File: src/rtl/flex_bus_pkg.sv
// Shared state type, default timeout word and bit-count helper for the flex-bus controller.
package flex_bus_pkg;

  typedef enum logic [1:0] {
    IDLE = 2'd0,
    WAIT = 2'd1,
    ACK  = 2'd2,
    HOLD = 2'd3
  } bus_state_e;

  localparam logic [15:0] DEFAULT_TIMEOUT_DATA = 16'hDEAD;
  localparam int          MAX_SLAVES           = 32;

  // Clearing the lowest set bit leaves something only if two or more bits were set.
  function automatic logic popcount_gt1(input logic [MAX_SLAVES-1:0] v);
    return (v & (v - 32'd1)) != 32'd0;
  endfunction

endpackage

File: src/rtl/flex_prio_sel.sv
// Lowest-index priority encoder over the slave read-active vector.
module flex_prio_sel
  import flex_bus_pkg::*;
#(
  parameter int N = 2,
  localparam int IW = (N > 1) ? $clog2(N) : 1
) (
  input  logic [N-1:0]  act,
  output logic [IW-1:0] idx,
  output logic          any,
  output logic          multi
);

  // Scan from the top so the lowest active index is the last one written.
  always_comb begin
    idx = '0;
    for (int k = N - 1; k >= 0; k--) begin
      if (act[k]) begin
        idx = IW'(k);
      end else begin
        idx = idx;
      end
    end
    any   = |act;
    multi = popcount_gt1(MAX_SLAVES'(act));
  end

endmodule

File: src/rtl/flex_bus_ctrl.sv
// Sequences one flex-bus access per strobe rise and returns exactly one dtack,
// substituting a timeout response and flagging multi-slave read collisions.
module flex_bus_ctrl
  import flex_bus_pkg::*;
#(
  parameter int          data_bus_width = 16,
  parameter int          nr_slaves      = 2,
  parameter int          timeout_cycles = 32,
  parameter logic [15:0] timeout_data   = DEFAULT_TIMEOUT_DATA,
  parameter int          cnt_width      = 8
) (
  input  logic                                clock,
  input  logic                                reset,
  input  logic                                ext_rd_active,
  input  logic                                ext_wr_active,
  input  logic [nr_slaves*data_bus_width-1:0] sec_data_r,
  input  logic [nr_slaves-1:0]                sec_dtack,
  input  logic [nr_slaves-1:0]                sec_data_r_act,
  input  logic                                err_clr,
  output logic [data_bus_width-1:0]           data_r,
  output logic                                dtack,
  output logic                                data_r_act,
  output logic                                timeout_err,
  output logic                                collision_err,
  output logic [cnt_width-1:0]                err_count,
  output logic                                busy
);

  localparam int IW = (nr_slaves > 1) ? $clog2(nr_slaves) : 1;
  localparam int TW = $clog2(timeout_cycles + 1);
  localparam logic [data_bus_width-1:0] TIMEOUT_WORD = data_bus_width'(timeout_data);
  localparam logic [TW-1:0]             TIMER_LAST   = TW'(timeout_cycles - 1);

  bus_state_e                state_q, state_d;
  logic [TW-1:0]             timer_q, timer_d;
  logic                      is_read_q, is_read_d;
  logic                      strobe_q, strobe_d;
  logic [data_bus_width-1:0] data_r_q, data_r_d;
  logic                      dtack_q, dtack_d;
  logic                      data_r_act_q, data_r_act_d;
  logic                      timeout_err_q, timeout_err_d;
  logic                      collision_err_q, collision_err_d;
  logic [cnt_width-1:0]      err_count_q, err_count_d;
  logic                      busy_q, busy_d;

  logic                      strobe_s;
  logic                      rise_s;
  logic                      err_inc_s;
  logic [IW-1:0]             sel_idx_s;
  logic                      sel_any_s;
  logic                      sel_multi_s;
  logic [data_bus_width-1:0] sel_data_s;

  flex_prio_sel #(.N(nr_slaves)) u_prio_sel (
    .act   (sec_data_r_act),
    .idx   (sel_idx_s),
    .any   (sel_any_s),
    .multi (sel_multi_s)
  );

  // Pick the read word of the winning slave out of the flattened bus.
  always_comb begin
    sel_data_s = '0;
    for (int k = 0; k < nr_slaves; k++) begin
      if (int'(sel_idx_s) == k) begin
        sel_data_s = sec_data_r[k*data_bus_width +: data_bus_width];
      end else begin
        sel_data_s = sel_data_s;
      end
    end
  end

  // Access sequencing; response outputs are computed one cycle ahead so they leave flops.
  always_comb begin
    strobe_s        = ext_rd_active | ext_wr_active;
    rise_s          = strobe_s & ~strobe_q;
    strobe_d        = strobe_s;
    state_d         = state_q;
    timer_d         = timer_q;
    is_read_d       = is_read_q;
    data_r_d        = data_r_q;
    dtack_d         = 1'b0;
    data_r_act_d    = 1'b0;
    timeout_err_d   = 1'b0;
    collision_err_d = 1'b0;
    err_inc_s       = 1'b0;

    case (state_q)
      IDLE: begin
        if (rise_s) begin
          state_d   = WAIT;
          timer_d   = '0;
          is_read_d = ext_rd_active;
        end else begin
          state_d = IDLE;
        end
      end
      WAIT: begin
        timer_d = timer_q + TW'(1);
        if (!strobe_s) begin
          state_d = IDLE;
        end else if (|sec_dtack) begin
          state_d         = ACK;
          dtack_d         = 1'b1;
          collision_err_d = sel_multi_s;
          err_inc_s       = sel_multi_s;
          if (is_read_q && sel_any_s) begin
            data_r_d     = sel_data_s;
            data_r_act_d = 1'b1;
          end else if (is_read_q) begin
            data_r_d     = '0;
            data_r_act_d = 1'b0;
          end else begin
            data_r_d     = data_r_q;
            data_r_act_d = 1'b0;
          end
        end else if (timer_q == TIMER_LAST) begin
          // A slave dtack in this same cycle took the branch above, so no timeout then.
          state_d       = ACK;
          dtack_d       = 1'b1;
          timeout_err_d = 1'b1;
          err_inc_s     = 1'b1;
          if (is_read_q) begin
            data_r_d     = TIMEOUT_WORD;
            data_r_act_d = 1'b1;
          end else begin
            data_r_act_d = 1'b0;
          end
        end else begin
          state_d = WAIT;
        end
      end
      ACK: begin
        state_d = HOLD;
      end
      HOLD: begin
        if (!strobe_s) begin
          state_d = IDLE;
        end else begin
          state_d = HOLD;
        end
      end
      default: begin
        state_d = IDLE;
      end
    endcase

    busy_d = (state_d != IDLE);
  end

  // Saturating error counter; clear wins over a simultaneous increment.
  always_comb begin
    if (err_clr) begin
      err_count_d = '0;
    end else if (err_inc_s && (err_count_q != {cnt_width{1'b1}})) begin
      err_count_d = err_count_q + cnt_width'(1);
    end else begin
      err_count_d = err_count_q;
    end
  end

  // State and output registers.
  always_ff @(posedge clock or negedge reset) begin
    if (!reset) begin
      state_q         <= IDLE;
      timer_q         <= '0;
      is_read_q       <= 1'b0;
      strobe_q        <= 1'b0;
      data_r_q        <= '0;
      dtack_q         <= 1'b0;
      data_r_act_q    <= 1'b0;
      timeout_err_q   <= 1'b0;
      collision_err_q <= 1'b0;
      err_count_q     <= '0;
      busy_q          <= 1'b0;
    end else begin
      state_q         <= state_d;
      timer_q         <= timer_d;
      is_read_q       <= is_read_d;
      strobe_q        <= strobe_d;
      data_r_q        <= data_r_d;
      dtack_q         <= dtack_d;
      data_r_act_q    <= data_r_act_d;
      timeout_err_q   <= timeout_err_d;
      collision_err_q <= collision_err_d;
      err_count_q     <= err_count_d;
      busy_q          <= busy_d;
    end
  end

  assign data_r        = data_r_q;
  assign dtack         = dtack_q;
  assign data_r_act    = data_r_act_q;
  assign timeout_err   = timeout_err_q;
  assign collision_err = collision_err_q;
  assign err_count     = err_count_q;
  assign busy          = busy_q;

endmodule

File: config.mk
export PLATFORM = sky130hd
export DESIGN_NAME = flex_bus_ctrl
export DESIGN_NICKNAME = d
export VERILOG_FILES = /design/src/rtl/flex_bus_pkg.sv /design/src/rtl/flex_prio_sel.sv /design/src/rtl/flex_bus_ctrl.sv
export SDC_FILE = /design/constraint.sdc
export NUM_CORES = 1
export LEC_CHECK = 0
export ABC_AREA = 1
export CAP_MARGIN = 30
export CORE_ASPECT_RATIO = 0.5
export CORE_MARGIN = 2
export CORE_UTILIZATION = 45
export DETAILED_ROUTE_END_ITERATION = 10
export GPL_TIMING_DRIVEN = 0
export PLACE_DENSITY = 0.79
export SYNTH_ARGS = -nofsm -noshare
export SYNTH_HDL_FRONTEND = slang
export SYNTH_SLANG_ARGS = --single-unit
File: constraint.sdc
create_clock -name clock -period 3.9 [get_ports clock]
set_input_delay 0.39 -clock clock [delete_from_list [all_inputs] [get_ports clock]]
set_output_delay 0.39 -clock clock [all_outputs]
set_load 0.1 [all_outputs]
Word level (Yosys, flattened, before mapping):

Index checks and enable logic that the tools add are counted.

* muxes and demuxes: 37
* eq/ne operators: 6
* bitwise operators: 4
* reductions and logical operators: 15
* add/sub/neg operators: 3

Operators by type and width (number)
* 16-bit 2-to-1 mux: 6
* 2-bit by 32-bit AND with 32-bit output: 1
* 32-bit nonzero test: 1
* 1-bit 2-to-1 mux: 22
* 8-bit 2-to-1 mux: 2
* 6-bit case mux with 2 select lines: 1
* 2-bit nonzero test: 6
* 8-bit by 1-bit adder with 8-bit output, second input constant: 1
* 2-bit 2-to-1 mux: 4
* 8-bit != test, second input constant: 1
* 2-bit case mux with 4 select lines: 1
* 6-bit by 1-bit adder with 6-bit output, second input constant: 1
* 6-bit by 5-bit equality test with 1-bit output, second input constant: 1
* 6-bit 2-to-1 mux: 1
* 5-bit AND reduction: 1
* 2-bit equality test, second input constant: 2
* 2-bit AND reduction: 2
* 2-bit OR reduction: 2
* 2-bit by 1-bit subtractor with 3-bit output, second input constant: 1
* 2-bit by 1-bit equality test with 1-bit output, second input constant: 1
* 1-bit logical AND: 2
* 2-bit zero test: 1
* 2-bit != test, second input constant: 1
* 1-bit AND: 1
* 2 further kinds: 2

* register bits: 39
* output and inout port bits: 29

Depth between registers and ports, before layout:

* depth after elaboration: 9
* mapped depth: 10
* depth with buffers taken out: 9

Modules after synthesis:

A second synthesis with hierarchy kept.

* cell total of the unflattened synthesis: 280
* area total of the unflattened synthesis: 2153.3 sq um

Modules (own cells, without submodules)
* flex_bus_ctrl: instances 1, area an instance 2130.8 sq um, cells each 274, seq. area each 975.9 sq um
* flex_prio_sel: instances 1, area an instance 22.5 sq um, cells each 6, seq. area each 0.0 sq um

Worst setup path after synthesis:

Ideal clock, no wire load.

* path type: flip-flop to flip-flop
* from: register err_count_q[0], in the netlist err_count[0]
* to: register err_count_q[6], in the netlist err_count[6]
* period minus slack after synthesis: 2070 ps
* buffers on the path: 1
* setup slack: 1830 ps
* cell stages (with the launch flop): 7
* arrival: 2002 ps
* path through: dfrtp_1 > ha_1 > clkbuf_1 > nand4_4 > nand2_4 > nand3_1 > nand2_1

* longest elaborated chain between the ends: 3
* elaborated cells between the ends (all ways): 6
* those cells by class: add/sub (1); eq/ne (1); mux (2); reduce/logical (2)

RTL lines
* from (decl): line flex_bus_ctrl.sv:43 `logic [cnt_width-1:0] err_count_q, err_count_d;`
* from (signal assigned): line flex_bus_ctrl.sv:186 `err_count_q <= err_count_d;`
* 8-bit by 1-bit adder with 8-bit output / 8-bit != test (equally long branches): line flex_bus_ctrl.sv:156, flex_bus_ctrl.sv:155
* 8-bit 2-to-1 mux / 1-bit logical AND (equally long branches): line flex_bus_ctrl.sv:155 `end else if (err_inc_s && (err_count_q != {cnt_width{1'b1}})) begin`
* 8-bit 2-to-1 mux / 2-bit nonzero test (equally long branches)

Several ways; a longest one is shown, not always the timed one. The select of a mux whose other input is x is not followed.
A chain may end at the register's enable or synchronous reset.

Worst setup path in the final report:

* from: register err_count_q[6], in the netlist err_count[6]
* to: output port err_count[6]

RTL lines
* to (decl): line flex_bus_ctrl.sv:25 `output logic [cnt_width-1:0] err_count,`

No word-level cell between the ends.

==> impl_results.md <==
- Status: finished, final reports clean
- Post-route setup TNS: 0 ps
- Yosys top cell area share: 0.457
- IO Pins: 70
- Worst r2r path cells: 10
- Number of global-route vias before repair: about 2000
- Main flop type after synthesis: dfrtp_1
- Ant diodes: 0
- Final wirelength: ~5.2 mm
- Unique cell type count in the Yosys netlist: 31
- Grt ovf: 0
- Final setup fails: 0
- Crit. End Element: output pin
- Setup slack at placement: approximately 1900 ps
- Worst Setup Path Type: reg2out
- Gpl congestion: approximately 0.84
- Starting Density: 0.476
- Hold Crit Class: in2async
- Most frequent cell after synthesis: nand2_1
- Layout area overhead: 41.5%
- # nets final: approximately 400
- Slowest stage delay, CP: approximately 1200 ps
- Syn Nets: between 300 and 400
- Total number of vias: about 2100
- Number of register bits inferred by synthesis: 39
- Family with the most delay on the worst path: buffers and inverters
- # resized after CTS: 0
- Area leader, netlist: dfrtp_1
- Reg-to-reg startpoint: timer_q[1]$_DFFE_PN0P_
- Switch Pwr: 1.10 mW
- Sw frac: 0.513
- Drt drc: 0
- Netlist Area Pre-Place: 2140 um2
- Synthesized netlist cell count: 278
- Register area share after synthesis: 0.457
- Synth warn: 0
- Layout Skew: 3.06 ps
- Clock slew at reported path FFs: 80 ps
- Crit path required time: 3510 ps
- Tot GR Track Use: 0.214
- Rel. slew slack: 0.329
- Setup Fix Bufs, Post-CTS: 0
- Cell internal pwr: about 1.0 mW
- EDFF count, synth: 0
- Fmax: 430 MHz
- DP HPWL: between 3 and 4 mm
- First-pass GRT wire length: 8.83 mm
- Maximum number of pins on one net before global-route repair: 40
- Clk sinks: 39
- Syn Area/Cell: around 7.7 um2
- Share of layout cells above drive strength 1: 0.0986
- Clk Latency, worst-skew pair: 280 ps
- Synth cell count leaders: 108 x nand2_1, 39 x dfrtp_1, 25 x inv_1, 18 x a21oi_1, 13 x o21ai_0
- CTS max path bufs: 2
- # port buffers: 69
- Vias/cell: ~5
- Fin. Hold Viols: 0
- Reg-to-reg endpoint: data_r[11]$_DFFE_PN0P_
- Die height: between 50 and 60 um
- Final worst-path cycle share: 0.597
- Peak ir drop on the vdd network: around 0.00043 V
- Core box area: roughly 4500 um2
- DRT iter0 DRCs: 73
- Initial antenna violation count: 0
- FP Rows: 17
- Sequential power share: 0.283
- CTS tree: done
- FF-to-FF setup slack: ~2400 ps
- Clock share of power: 0.161
- PnR worst setup slack: about 1600 ps
- Startpoint Class: flop
- Fraction of registers with async set/reset: 1.00
- Crit path DAT: around 1900 ps
- Die area: 5350 um2
- Logic gate share of total power: 0.556
- Total iterations of the first detailed-routing run: 4
- LEAKAGE: roughly 1.5 nW
- H-tree levels: 2
- Synth top area cells: dfrtp_1 46%, nand2_1 19%, inv_1 4.4%, a21oi_1 4.2%, o21ai_0 3.0%
- Root buf cell: clkbuf_8
- Smallest hold slack: around 210 ps
- RSZ-0062 raised after global routing: false
- Worst-Margin Slew: ~1000 ps
- Cell area power density: ~710 nW/um2
- Post-layout min period: ~2300 ps
- Max_cap viols: 0
- Fill cells: 387
- Die Width: 101 um
- TritonCTS Buffers: 5
- Crit path cell chain: clkdlybuf4s50_1
- Slowest-stage cell, CP: clkdlybuf4s50_1
- CP Buf/Inv Count: 1
- CP max FO: 6
- Final Max Tran Viols: 0
- Routed len/inst: 12.4 um
- ANT nets after route: 0
- Post-CTS Hold Fix Bufs: 0
## power by group through the flow
stage	clock, mW	combinational [mW]	sequential [mW]
6_report	0.346	1.19	0.607
5_1_grt	0.369	1.26	0.623
4_1_cts	0.352	1.20	0.608
3_5_place_dp	0	1.19	0.613
3_3_place_gp	0	1.18	0.608
2_1_floorplan	0	0.300	1.20
## cells in the final DEF, fill, tap and decap left out, types with 6 or more instances in the layout
cell type and count:
o21ai_0 13, nand4_1 10, nor2_1 10, clkbuf_8 6, a21oi_1 18, nand2_1 108
dfrtp_1 39, inv_1 25, clkdlybuf4s50_1 68, nand3_1 12
## sequential cells by signal, indices dropped and copies added (netlist names)
name	count
strobe_q	1
timer_q	6
data_r	16
collision_err	1
data_r_act	1
busy	1
dtack	1
timeout_err	1
state_q	2
err_count	8
is_read_q	1
## worst max path at each step
| stage | cells after the start | slack, ps | endpoint | startpoint |
|---|---|---|---|---|
| detailed placement | 1 | 1880 | err_count[6] | err_count[6]$_DFFE_PN0P_ |
| global placement | 1 | 1520 | err_count[4]$_DFFE_PN0P_ | reset |
| floorplan | 6 | 1830 | err_count[6]$_DFFE_PN0P_ | err_count[0]$_DFFE_PN0P_ |
| CTS | 1 | 1560 | err_count[6] | err_count[6]$_DFFE_PN0P_ |
| finish | 1 | 1570 | err_count[6] | err_count[6]$_DFFE_PN0P_ |
| global route | 1 | 1490 | err_count[6] | err_count[6]$_DFFE_PN0P_ |
## cells by family (layout without fill, tap and decap cells)
family	after synthesis	count (layout)	synth area share
fa+ha+maj	2	2	0.0117
xor+xnor	5	5	0.0205
simple gates	154	154	0.318
compound gates	40	40	0.113
flops	39	39	0.457
buf+inv	38	115	0.0803
## area by class of cell
type	instances	area [um2]	area share
buffer	9	62.6	0.0207
clock buffer	6	82.6	0.0273
clock inverter	2	35.0	0.0116
inverter	29	109	0.0360
multi-input combinational	201	988	0.327
sequential	39	976	0.323
tap	66	82.6	0.0273
timing repair buffer	69	686	0.227
## through the flow
stage	total power, mW	std cells	utilization	instance area [um2]
6_report	2.15	421	0.673	3020
5_1_grt	2.26	421	0.673	3020
4_1_cts	2.16	421	0.673	3020
3_5_place_dp	1.81	413	0.647	2900
3_3_place_gp	1.79	413	0.648	2910
2_1_floorplan	1.50	278	-	2140
## layer usage
layer / up-vias / global-route usage / part of all wire
li1: 1041 / - / -
met1: 982 / 0.267 / 0.46
met2: 47 / 0.382 / 0.49
met3: 8 / 0.0427 / 0.038
met4: 0 / 0.0608 / 0.012
met5: - / 0 / 0
Note: power is estimated with default switching activity, not from simulation.
